### config.mk
export PLATFORM = sky130hd
export DESIGN_NAME = clk_failover_seq_flat
export DESIGN_NICKNAME = d
export VERILOG_FILES = /design/src/rtl/clk_failover_seq_if.sv /design/src/rtl/clk_failover_seq.sv /design/src/flat_wrapper.sv
export SDC_FILE = /design/constraint.sdc
export NUM_CORES = 1
export LEC_CHECK = 0
export ABC_AREA = 1
export BUFFER_PORTS_ARGS = -buffer_cell sky130_fd_sc_hd__buf_4
export CORE_MARGIN = 3
export CORE_UTILIZATION = 60
export CTS_BUF_LIST = sky130_fd_sc_hd__clkbuf_2 sky130_fd_sc_hd__clkbuf_4 sky130_fd_sc_hd__clkbuf_8
export DETAILED_ROUTE_END_ITERATION = 7
export PLACE_DENSITY = 0.78
export SLEW_MARGIN = 20
export SYNTH_ARGS = -nofsm -noshare
export SYNTH_HDL_FRONTEND = slang
export SYNTH_SLANG_ARGS = --single-unit
### constraint.sdc
create_clock -name clk -period 1.75 [get_ports clk]
set_input_delay 0.35 -clock clk [delete_from_list [all_inputs] [get_ports clk]]
set_output_delay 0.35 -clock clk [all_outputs]
set_load 0.01 [all_outputs]
### src/rtl/clk_failover_seq_if.sv
// Signal bundle between the RCD failover sequencer and the dividers, output mux and status logic.
// slave is the sequencer side; master is the environment that drives toggles, force and ack.
interface clk_failover_seq_if;
    logic       act_tog;
    logic       bkp_tog;
    logic       sw_override;
    logic       select_backup;
    logic       sel_ack;
    logic       mux_sel;
    logic       active_valid;
    logic       backup_valid;
    logic       failover_status;
    logic       error_flag;
    logic       switch_evt;
    logic [2:0] state;

    modport master (
        output act_tog, bkp_tog, sw_override, select_backup, sel_ack,
        input  mux_sel, active_valid, backup_valid, failover_status, error_flag, switch_evt, state
    );

    modport slave (
        input  act_tog, bkp_tog, sw_override, select_backup, sel_ack,
        output mux_sel, active_valid, backup_valid, failover_status, error_flag, switch_evt, state
    );
endinterface

### src/rtl/clk_failover_seq.sv
// Reference-clock sequencer for the RCD clock failover mux: per-source frequency qualification plus switch FSM.
// Optional macro AUTO_REVERT_EN: return to the active source after REVERT_WIN extra good windows.
module clk_failover_seq #(
    parameter int WIN_CYCLES  = 256,
    parameter int CNT_W       = 12,
    parameter int MIN_EDGES   = 60,
    parameter int MAX_EDGES   = 68,
    parameter int GOOD_WIN    = 4,
    parameter int FAIL_WIN    = 2,
`ifdef AUTO_REVERT_EN
    parameter int REVERT_WIN  = 8,
`endif
    parameter int ACK_TIMEOUT = 64
) (
    input  logic                 clk,
    input  logic                 rst_n,
    clk_failover_seq_if.slave    bus
);
    localparam int WIN_W = $clog2(WIN_CYCLES);
    localparam int STK_W = $clog2(((GOOD_WIN > FAIL_WIN) ? GOOD_WIN : FAIL_WIN) + 1);
    localparam int TMO_W = $clog2(ACK_TIMEOUT + 1);

    typedef enum logic [2:0] {
        QUALIFY = 3'd0, RUN_ACT = 3'd1, SW_BKP = 3'd2,
        RUN_BKP = 3'd3, SW_ACT  = 3'd4, FAULT  = 3'd5
    } state_t;

    // Index 0 is the active source, index 1 the backup source
    logic [1:0]       tog_in, sync_p0, sync_p1, sync_p2, edge_det;
    logic [1:0]       win_good, src_valid;
    logic [WIN_W-1:0] win_cnt;
    logic             win_end;

    assign tog_in   = {bus.bkp_tog, bus.act_tog};
    assign edge_det = sync_p1 ^ sync_p2;
    assign win_end  = (win_cnt == WIN_W'(WIN_CYCLES - 1));

    always_ff @(posedge clk or negedge rst_n) begin
        if (!rst_n) begin
            sync_p0 <= '0;
            sync_p1 <= '0;
            sync_p2 <= '0;
            win_cnt <= '0;
        end else begin
            sync_p0 <= tog_in;
            sync_p1 <= sync_p0;
            sync_p2 <= sync_p1;
            win_cnt <= win_end ? '0 : win_cnt + 1'b1;
        end
    end

    for (genvar s = 0; s < 2; s++) begin : g_src
        logic [CNT_W-1:0] edge_cnt;
        logic [STK_W-1:0] good_stk, bad_stk, good_nxt, bad_nxt;
        logic             valid_r;

        assign win_good[s]  = (edge_cnt >= CNT_W'(MIN_EDGES)) && (edge_cnt <= CNT_W'(MAX_EDGES));
        assign src_valid[s] = valid_r;

        always_comb begin
            good_nxt = good_stk;
            bad_nxt  = bad_stk;
            if (win_good[s]) begin
                bad_nxt = '0;
                if (good_stk != STK_W'(GOOD_WIN)) good_nxt = good_stk + 1'b1;
            end else begin
                good_nxt = '0;
                if (bad_stk != STK_W'(FAIL_WIN)) bad_nxt = bad_stk + 1'b1;
            end
        end

        // An edge seen in the terminal cycle seeds the next window instead of being lost
        always_ff @(posedge clk or negedge rst_n) begin
            if (!rst_n) begin
                edge_cnt <= '0;
                good_stk <= '0;
                bad_stk  <= '0;
                valid_r  <= 1'b0;
            end else if (win_end) begin
                edge_cnt <= CNT_W'(edge_det[s]);
                good_stk <= good_nxt;
                bad_stk  <= bad_nxt;
                if (good_nxt == STK_W'(GOOD_WIN))     valid_r <= 1'b1;
                else if (bad_nxt == STK_W'(FAIL_WIN)) valid_r <= 1'b0;
            end else if (edge_det[s] && (edge_cnt != '1)) begin
                edge_cnt <= edge_cnt + 1'b1;
            end
        end
    end

    state_t           st, st_nxt;
    logic             force_req, act_v, bkp_v, tmo_hit, revert_go;
    logic             mux_sel_r, forced_entry, switch_evt_r;
    logic [TMO_W-1:0] tmo_cnt;

    assign force_req = bus.sw_override | bus.select_backup;
    assign act_v     = src_valid[0];
    assign bkp_v     = src_valid[1];
    assign tmo_hit   = (tmo_cnt == TMO_W'(ACK_TIMEOUT - 1));

`ifdef AUTO_REVERT_EN
    localparam int REV_W = $clog2(REVERT_WIN + 1);
    logic [REV_W-1:0] revert_cnt;

    always_ff @(posedge clk or negedge rst_n) begin
        if (!rst_n) begin
            revert_cnt <= '0;
        end else if ((st != RUN_BKP) || force_req || !act_v) begin
            revert_cnt <= '0;
        end else if (win_end) begin
            if (!win_good[0])                         revert_cnt <= '0;
            else if (revert_cnt != REV_W'(REVERT_WIN)) revert_cnt <= revert_cnt + 1'b1;
        end
    end
    assign revert_go = (revert_cnt == REV_W'(REVERT_WIN));
`else
    assign revert_go = 1'b0;
`endif

    always_ff @(posedge clk or negedge rst_n) begin
        if (!rst_n) st <= QUALIFY;
        else        st <= st_nxt;
    end

    always_comb begin
        st_nxt = st;
        case (st)
            QUALIFY: if (act_v && !force_req)              st_nxt = RUN_ACT;
                     else if (bkp_v)                      st_nxt = SW_BKP;
            RUN_ACT: if ((force_req || !act_v) && bkp_v)  st_nxt = SW_BKP;
                     else if (!act_v)                     st_nxt = FAULT;
            SW_BKP:  if (tmo_hit)                         st_nxt = FAULT;
                     else if (bus.sel_ack)                st_nxt = RUN_BKP;
            RUN_BKP: if (!bkp_v)                          st_nxt = act_v ? SW_ACT : FAULT;
                     else if (act_v && ((forced_entry && !force_req) || revert_go))
                                                          st_nxt = SW_ACT;
            SW_ACT:  if (tmo_hit)                         st_nxt = FAULT;
                     else if (!bus.sel_ack)               st_nxt = RUN_ACT;
            FAULT:   if (act_v || bkp_v)                  st_nxt = QUALIFY;
            default:                                      st_nxt = QUALIFY;
        endcase
    end

    // Handshake bookkeeping follows the transition being taken this cycle; FAULT/QUALIFY keep the select
    always_ff @(posedge clk or negedge rst_n) begin
        if (!rst_n) begin
            tmo_cnt      <= '0;
            mux_sel_r    <= 1'b0;
            forced_entry <= 1'b0;
            switch_evt_r <= 1'b0;
        end else begin
            tmo_cnt <= ((st_nxt == st) && ((st == SW_BKP) || (st == SW_ACT))) ? tmo_cnt + 1'b1 : '0;
            case (st_nxt)
                SW_BKP, RUN_BKP: mux_sel_r <= 1'b1;
                SW_ACT, RUN_ACT: mux_sel_r <= 1'b0;
                default:         mux_sel_r <= mux_sel_r;
            endcase
            if ((st != SW_BKP) && (st_nxt == SW_BKP)) forced_entry <= force_req && act_v;
            switch_evt_r <= ((st == SW_BKP) && (st_nxt == RUN_BKP)) ||
                            ((st == SW_ACT) && (st_nxt == RUN_ACT));
        end
    end

    always_comb begin
        bus.mux_sel         = mux_sel_r;
        bus.active_valid    = act_v;
        bus.backup_valid    = bkp_v;
        bus.failover_status = (st == RUN_BKP) || (st == SW_ACT);
        bus.error_flag      = (st == FAULT);
        bus.switch_evt      = switch_evt_r;
        bus.state           = st;
    end
endmodule

### src/flat_wrapper.sv
// flat-port wrapper written by rule: the top's interface ports become plain ports
module clk_failover_seq_flat 
#(
    parameter int WIN_CYCLES  = 256,
    parameter int CNT_W       = 12,
    parameter int MIN_EDGES   = 60,
    parameter int MAX_EDGES   = 68,
    parameter int GOOD_WIN    = 4,
    parameter int FAIL_WIN    = 2,

    parameter int ACK_TIMEOUT = 64
)
  (clk, rst_n, bus_act_tog, bus_bkp_tog, bus_sw_override, bus_select_backup, bus_sel_ack, bus_mux_sel, bus_active_valid, bus_backup_valid, bus_failover_status, bus_error_flag, bus_switch_evt, bus_state);
  clk_failover_seq_if bus_i ();
  input  logic clk;
  input  logic rst_n;
  input wire logic [$bits(bus_i.act_tog)-1:0] bus_act_tog;
  input wire logic [$bits(bus_i.bkp_tog)-1:0] bus_bkp_tog;
  input wire logic [$bits(bus_i.sw_override)-1:0] bus_sw_override;
  input wire logic [$bits(bus_i.select_backup)-1:0] bus_select_backup;
  input wire logic [$bits(bus_i.sel_ack)-1:0] bus_sel_ack;
  output wire logic [$bits(bus_i.mux_sel)-1:0] bus_mux_sel;
  output wire logic [$bits(bus_i.active_valid)-1:0] bus_active_valid;
  output wire logic [$bits(bus_i.backup_valid)-1:0] bus_backup_valid;
  output wire logic [$bits(bus_i.failover_status)-1:0] bus_failover_status;
  output wire logic [$bits(bus_i.error_flag)-1:0] bus_error_flag;
  output wire logic [$bits(bus_i.switch_evt)-1:0] bus_switch_evt;
  output wire logic [$bits(bus_i.state)-1:0] bus_state;
  assign bus_i.act_tog = bus_act_tog;
  assign bus_i.bkp_tog = bus_bkp_tog;
  assign bus_i.sw_override = bus_sw_override;
  assign bus_i.select_backup = bus_select_backup;
  assign bus_i.sel_ack = bus_sel_ack;
  assign bus_mux_sel = bus_i.mux_sel;
  assign bus_active_valid = bus_i.active_valid;
  assign bus_backup_valid = bus_i.backup_valid;
  assign bus_failover_status = bus_i.failover_status;
  assign bus_error_flag = bus_i.error_flag;
  assign bus_switch_evt = bus_i.switch_evt;
  assign bus_state = bus_i.state;
  clk_failover_seq #(.WIN_CYCLES(WIN_CYCLES), .CNT_W(CNT_W), .MIN_EDGES(MIN_EDGES), .MAX_EDGES(MAX_EDGES), .GOOD_WIN(GOOD_WIN), .FAIL_WIN(FAIL_WIN), .ACK_TIMEOUT(ACK_TIMEOUT)) u_core (.clk(clk), .rst_n(rst_n), .bus(bus_i));
endmodule
==> flow_summary.toml, run 1 <==
[run_status]
status = "finished, violations left"
violations = "design-rule violations"

[worst_setup_path]
cp-end-kind = "output port"
cp.required_ns = 1.40
path_cells = "inv_2 -> nand2_1 -> nor2_2 -> inv_1 -> nand2_1 -> buf_4"
cp_common_cell = "nand2_1"
slowest_delay_ns = 0.44
worst_ep_arrival_time_ns = 1.39
r2r_setup_slack_ns = 0.08
cp-startpoint = "u_core.bus.state[1]"
cp-start-kind = "flop"
path_class = "flop to output port"
reg2reg_from = "u_core.g_src[0].edge_cnt[0]"
critPathMaxFanout = 5
slowest_stage = "dfrtp_2"
reg2reg_depth = 9
timing.rr.end = "u_core.g_src[0].edge_cnt[8]"

[sta]
layout_min_cycle_time_ns = 1.74
tightest_slew_ns = 0.418
fin_skew_ns = 0.00878
post-route-period-util_pct = 99.4
holdWs_ns = 0.121
hold_viol_final = 0
fin_tns_setup_ns = 0
slew-limit-headroom_pct = 72.2
rsz0062_at_grt = "yes"
max_freq_ghz = 0.575
setup-violations-final = 0
drv_slew = 0

[grt]
overflow = 0
grt_usage_pct = 22.0
antenna_found_initial = 0
grt_pass1_wl_um = 13300
grt_pass1_vias = 3104
grt_max_degree = 36

[final_layout]
num_antenna_cells = 0
final_cell_mix = "nand2_1, dfrtp_1, inv_1"
layout_commonest_cell = "nand2_1"
area_delta_synth_final_pct = 17.8
fin_area_mm2 = 0.00448
layout.nets = 551
layout-drive-gt1-share_pct = 20.6

[synth]
synth_cells = 481
netlist_area_mm2 = 0.00381
synth_top_area_cell = "dfrtp_1"
yosysTopAreaCellShare_pct = 42.7
synth_nets = 502
ys_top_cells_by_area = "dfrtp_1, nand2_1, inv_1"
synthDistinctLibCells = 36
yosys_warnings = 0
synth-seq-cells = 65
ys_seq_area_share_pct = 42.7
avgSynthCellArea_um2 = 7.91

[clocking]
cts_buffers = 9
cts_max_level = 3
cts_buffer_depth = 2
clock_latency_ns = 0.34
cts_sinks = 65
clk_pin_slew_worst_paths_ns = 0.07
cts_tree = "done"
root_buffer = "clkbuf_8"

[routing]
post_drt_wl_per_cell_um = 13.0
dr.first_iter.drc_count = 239
num_vias = 3333
first_pass_iters = 8
wl_um = 7920
via_per_inst = 5.46
antenna_left = 0
drc = 1

[power]
pwr_density_cell_mw_per_mm2 = 841
power.total_uw = 3770
p_leak_uw = 0.00223
irDropWorstVdd_uv = 611

[hold_path]
holdCritStartpoint = "bus_bkp_tog"
min_path_type = "input pin to flop"
whs_path_depth = 1
whs_endpoint = "u_core.sync_p0[1]"

[die]
dieHeight_um = 85.6
die_area_mm2 = 0.00734
floorplan.rows = 28
initial_core_util_pct = 63.2
io_pins = 16
die_w_um = 85.6
coreArea_mm2 = 0.00603

[placement]
gp_congestion = 0.879
numPortBuffers = 15
place_area_mm2 = 0.00412
dp_hpwl_um = 5580

[job]
maxCapViolCount = 0
-- per-layer routing --
metal	vias up	part of all wire [%]	global-route usage, %
met2	95	49	38.7
met3	18	5.0	5.38
met4	0	1.6	7.48
met1	1568	44	26.3
li1	1652	-	-
met5	-	0	0
-- cell usage after synthesis --
| cell type | n |
|---|---|
| nand2_1 | 120 |
| dfrtp_1 | 65 |
| inv_1 | 59 |
| nor2_1 | 56 |
| nand3_1 | 32 |
| o21ai_0 | 27 |
| xor2_1 | 19 |
| ha_1 | 14 |
| nand4_1 | 12 |
| nor3_1 | 11 |
| o21ai_2 | 11 |
| a21oi_1 | 5 |
| o31ai_1 | 5 |
| xnor2_1 | 5 |
| buf_6 | 4 |
| nand2_2 | 3 |
| nand2_4 | 3 |
| nand4_2 | 3 |
| o21ai_1 | 3 |
| buf_2 | 2 |
| clkbuf_1 | 2 |
| inv_2 | 2 |
| nand3_2 | 2 |
| o211ai_1 | 2 |
| o21a_1 | 2 |
| o21bai_1 | 2 |
| a31oi_1 | 1 |
| mux2i_1 | 1 |
| nand2b_1 | 1 |
| nand3b_1 | 1 |
| nor2_2 | 1 |
| nor2_4 | 1 |
| nor3_2 | 1 |
| nor3_4 | 1 |
| nor3b_1 | 1 |
| or2_1 | 1 |
-- flip-flops by register name, summed over array words and instances (netlist names) --
register / cells
u_core.sync_p2: 2
u_core.sync_p0: 2
u_core.bus.mux_sel: 1
u_core.g_src.good_stk: 6
u_core.bus.backup_valid: 1
u_core.forced_entry: 1
u_core.sync_p1: 2
u_core.bus.switch_evt: 1
u_core.bus.active_valid: 1
u_core.g_src.bad_stk: 6
u_core.tmo_cnt: 7
u_core.bus.state: 3
u_core.win_cnt: 8
u_core.g_src.edge_cnt: 24
-- cell families after synthesis --
| family | synth area share [%] |
|---|---|
| AO/OA/AOI/OAI | 9.47 |
| XOR/XNOR | 5.52 |
| adder cells (fa/ha/maj) | 4.60 |
| buffers and inverters | 7.66 |
| flip-flops | 42.7 |
| multiplexers | 0.263 |
| AND/OR/NAND/NOR | 29.8 |
-- metrics by stage --
| stage | util (%) | cells | worst slack (ns) |
|---|---|---|---|
| 6_report | 74.4 | 610 | 0.00972 |
| 5_1_grt | 74.4 | 610 | -0.0891 |
| 4_1_cts | 71.9 | 601 | 0.0134 |
| 3_5_place_dp | 68.4 | 584 | 0.00216 |
| 3_3_place_gp | 68.4 | 584 | 0.0171 |
| 2_1_floorplan | - | 481 | 0.155 |
-- how the worst max path moves through the flow --
stage	to	slack (ns)	cells past startpoint
floorplan	u_core.g_src[0].edge_cnt[4]	0.15	9
global placement	u_core.tmo_cnt[0]	0.02	8
detailed placement	u_core.tmo_cnt[0]	0.002	8
CTS	u_core.tmo_cnt[0]	0.01	10
global route	bus_failover_status	-0.09	6
finish	bus_failover_status	0.01	6
-- critical path: cells and delay by family, from the launching register on --
family,cells,cell delay [ns]
and+or+nand+nor,3,0.32
buffers and inverters,3,0.29
DFF,1,0.44
-- where the power goes --
part / total, uW / leakage (uW) / switching [uW] / internal [uW]
combinational: 735 / 0.00127 / 430 / 305
clock: 1260 / 0.000102 / 578 / 686
sequential: 1770 / 0.000852 / 144 / 1620
total: 3770 / 0.00223 / 1150 / 2620
-- area by class of cell --
| cell class | count | area, um2 |
|---|---|---|
| clock inverters | 6 | 57.6 |
| multi-input cells | 347 | 1970 |
| flip-flops and latches | 65 | 1630 |
| repair buffers | 46 | 360 |
| inverters | 61 | 238 |
| fillers | 441 | 1540 |
| clock buffers | 10 | 138 |
| well taps | 75 | 93.8 |
-- repair_timing --
item                                    CTS  global route
endpoints found under the setup margin    6            40
cloned                                    0             0
pin swaps                                 0             9
hold buffers                              1             0
hold endpoints to repair                 30             0
gates resized for setup                   5            27
buffers inserted                          0             9
Note: power is estimated with default switching activity, not from simulation.
==> inputs of run 2 (changes only) <==
--- a/config.mk
+++ b/config.mk
@@ -7,7 +7,6 @@
 export LEC_CHECK = 0
 export ABC_AREA = 1
 export BUFFER_PORTS_ARGS = -buffer_cell sky130_fd_sc_hd__buf_4
-export CORE_MARGIN = 3
 export CORE_UTILIZATION = 60
 export CTS_BUF_LIST = sky130_fd_sc_hd__clkbuf_2 sky130_fd_sc_hd__clkbuf_4 sky130_fd_sc_hd__clkbuf_8
 export DETAILED_ROUTE_END_ITERATION = 7
==> run 2 against run 1 <==
Effect of this change: the run now ends clean; global-route usage up 4.3 points; routed wire length rose by 3.3%; critical path depth stayed put; final area grew 1.8%; worst setup slack better by 0.049 ns; final cell count shrank 0.16%; largest cell class unchanged.
==> flow_summary.toml, run 2 (synthesis gave the netlist of run 1 again) <==
[worst_setup_path]
slowest_stage = "dfrtp_2"
cp-start-kind = "flop"
cp-end-kind = "output port"
r2r_setup_slack_ns = 0.06
cp.required_ns = 1.40
reg2reg_depth = 10
path_cells = "inv_2 -> nand2_2 -> nor2_4 -> inv_2 -> nand2_1 -> buf_4"
slowest_delay_ns = 0.45
path_class = "flop to output port"
timing.rr.end = "u_core.win_cnt[3]"
reg2reg_from = "u_core.win_cnt[0]"
worst_ep_arrival_time_ns = 1.34
cp_common_cell = "inv_2"
critPathMaxFanout = 5

[die]
die_w_um = 81.6
floorplan.rows = 28
initial_core_util_pct = 63.2
die_area_mm2 = 0.00667
coreArea_mm2 = 0.00603
io_pins = 16
dieHeight_um = 81.6

[clocking]
clk_pin_slew_worst_paths_ns = 0.08
cts_buffer_depth = 2
cts_tree = "done"
cts_buffers = 9
cts_max_level = 3
root_buffer = "clkbuf_8"
clock_latency_ns = 0.35
cts_sinks = 65

[routing]
first_pass_iters = 5
antenna_left = 0
post_drt_wl_per_cell_um = 13.4
drc = 0
routed.top_layer = "met4"
dr_wl_met2_um = 4110
via_per_inst = 5.56
wl_met1_um = 3520
dr.first_iter.drc_count = 246
num_vias = 3383
dr_wl_met3_um = 392
wl_um = 8180

[placement]
pre_cts_slack_ns = -0.0552
gp_congestion = 0.906
place_area_mm2 = 0.00408
numPortBuffers = 15
dp_hpwl_um = 5590

[grt]
grt_pass1_vias = 3084
antenna_found_initial = 0
overflow = 0
grt_usage_pct = 26.4
grt_pass1_wl_um = 13400
grt_max_degree = 38

[final_layout]
fin_area_mm2 = 0.00456
largest_registers = "u_core.g_src.edge_cnt (24), u_core.win_cnt (8), u_core.tmo_cnt (7)"
final_core_util_pct = 75.7
regMostFlops = "u_core.g_src.edge_cnt"
num_antenna_cells = 0
largest_reg_flops = 24
layout.nets = 550
layout_commonest_cell = "nand2_1"
final_cell_mix = "nand2_1, dfrtp_1, inv_1"
layout-drive-gt1-share_pct = 21.9
area_delta_synth_final_pct = 19.9

[hold_path]
whs_endpoint = "u_core.sync_p0[1]"
whs_path_depth = 1
min_path_type = "input pin to flop"
holdCritStartpoint = "bus_bkp_tog"

[sta]
hold_viol_final = 0
rsz0062_at_grt = "yes"
post-route-period-util_pct = 96.6
holdWs_ns = 0.105
slew-limit-headroom_pct = 73.0
layout_setup_ws_ns = 0.0592
fin_skew_ns = 0.00684
drv_slew = 0
layout_min_cycle_time_ns = 1.69
tightest_slew_ns = 0.404
max_freq_ghz = 0.591
setup-violations-final = 0

[power]
p_leak_uw = 0.00223
irDropWorstVdd_uv = 693
pwr_density_cell_mw_per_mm2 = 886

[job]
maxCapViolCount = 0

[run_status]
status = "complete, no violations"
-- run 2: worst max-delay path by stage --
stage,start,to,slack [ns],cells after the start
2_1_floorplan,u_core.g_src[0].edge_cnt[0],u_core.g_src[0].edge_cnt[4],0.15,9
3_3_place_gp,u_core.tmo_cnt[0],u_core.tmo_cnt[0],0.01,8
3_5_place_dp,u_core.win_cnt[0],u_core.g_src[0].good_stk[2],-0.06,9
4_1_cts,u_core.bus.state[1],bus_failover_status,-0.03,6
5_1_grt,u_core.bus.state[1],u_core.tmo_cnt[0],-0.06,10
6_report,u_core.bus.state[1],bus_failover_status,0.06,6
-- run 2: where the power goes --
part           total, uW  internal [uW]  switching, uW
Clock               1570            945            627
Sequential          1760           1620            135
Combinational        713            284            429
Total               4040           2850           1190
-- run 2: repair_timing --
| action | CTS | global route |
|---|---|---|
| resized for setup | 11 | 42 |
| pin swaps | 1 | 10 |
| buffers inserted | 2 | 12 |
| endpoints found under the hold margin | 28 | 0 |
| hold buffers | 1 | 0 |
| setup endpoints to repair | 29 | 41 |
-- run 2: final cells by class --
cell class / count / area, um2
inverters: 61 / 239
well taps: 75 / 93.8
flip-flops and latches: 65 / 1630
repair buffers: 45 / 373
clock buffers: 9 / 124
fillers: 424 / 1460
clock inverters: 7 / 119
multi-input cells: 347 / 1980
-- run 2: per-stage QoR --
stage | instances | power [uW] | setup TNS, ns
after floorplan | 481 | 2230 | 0
after global placement | 579 | 2430 | 0
after detailed placement | 579 | 2470 | -0.585
after CTS | 598 | 4030 | -0.0256
after global routing | 609 | 4240 | -0.720
final | 609 | 4040 | 0
-- run 2: critical path, delay by kind of cell (launching register included) --
family	cells	cell delay, ns
AND/OR/NAND/NOR	3	0.27
buffers and inverters	3	0.27
flip-flops	1	0.45
-- run 2: per-layer routing --
layer | GRT usage [%] | vias up
met5 | 0 | -
met4 | 10.7 | 0
met3 | 4.67 | 18
met2 | 45.0 | 111
met1 | 33.0 | 1605
li1 | - | 1649
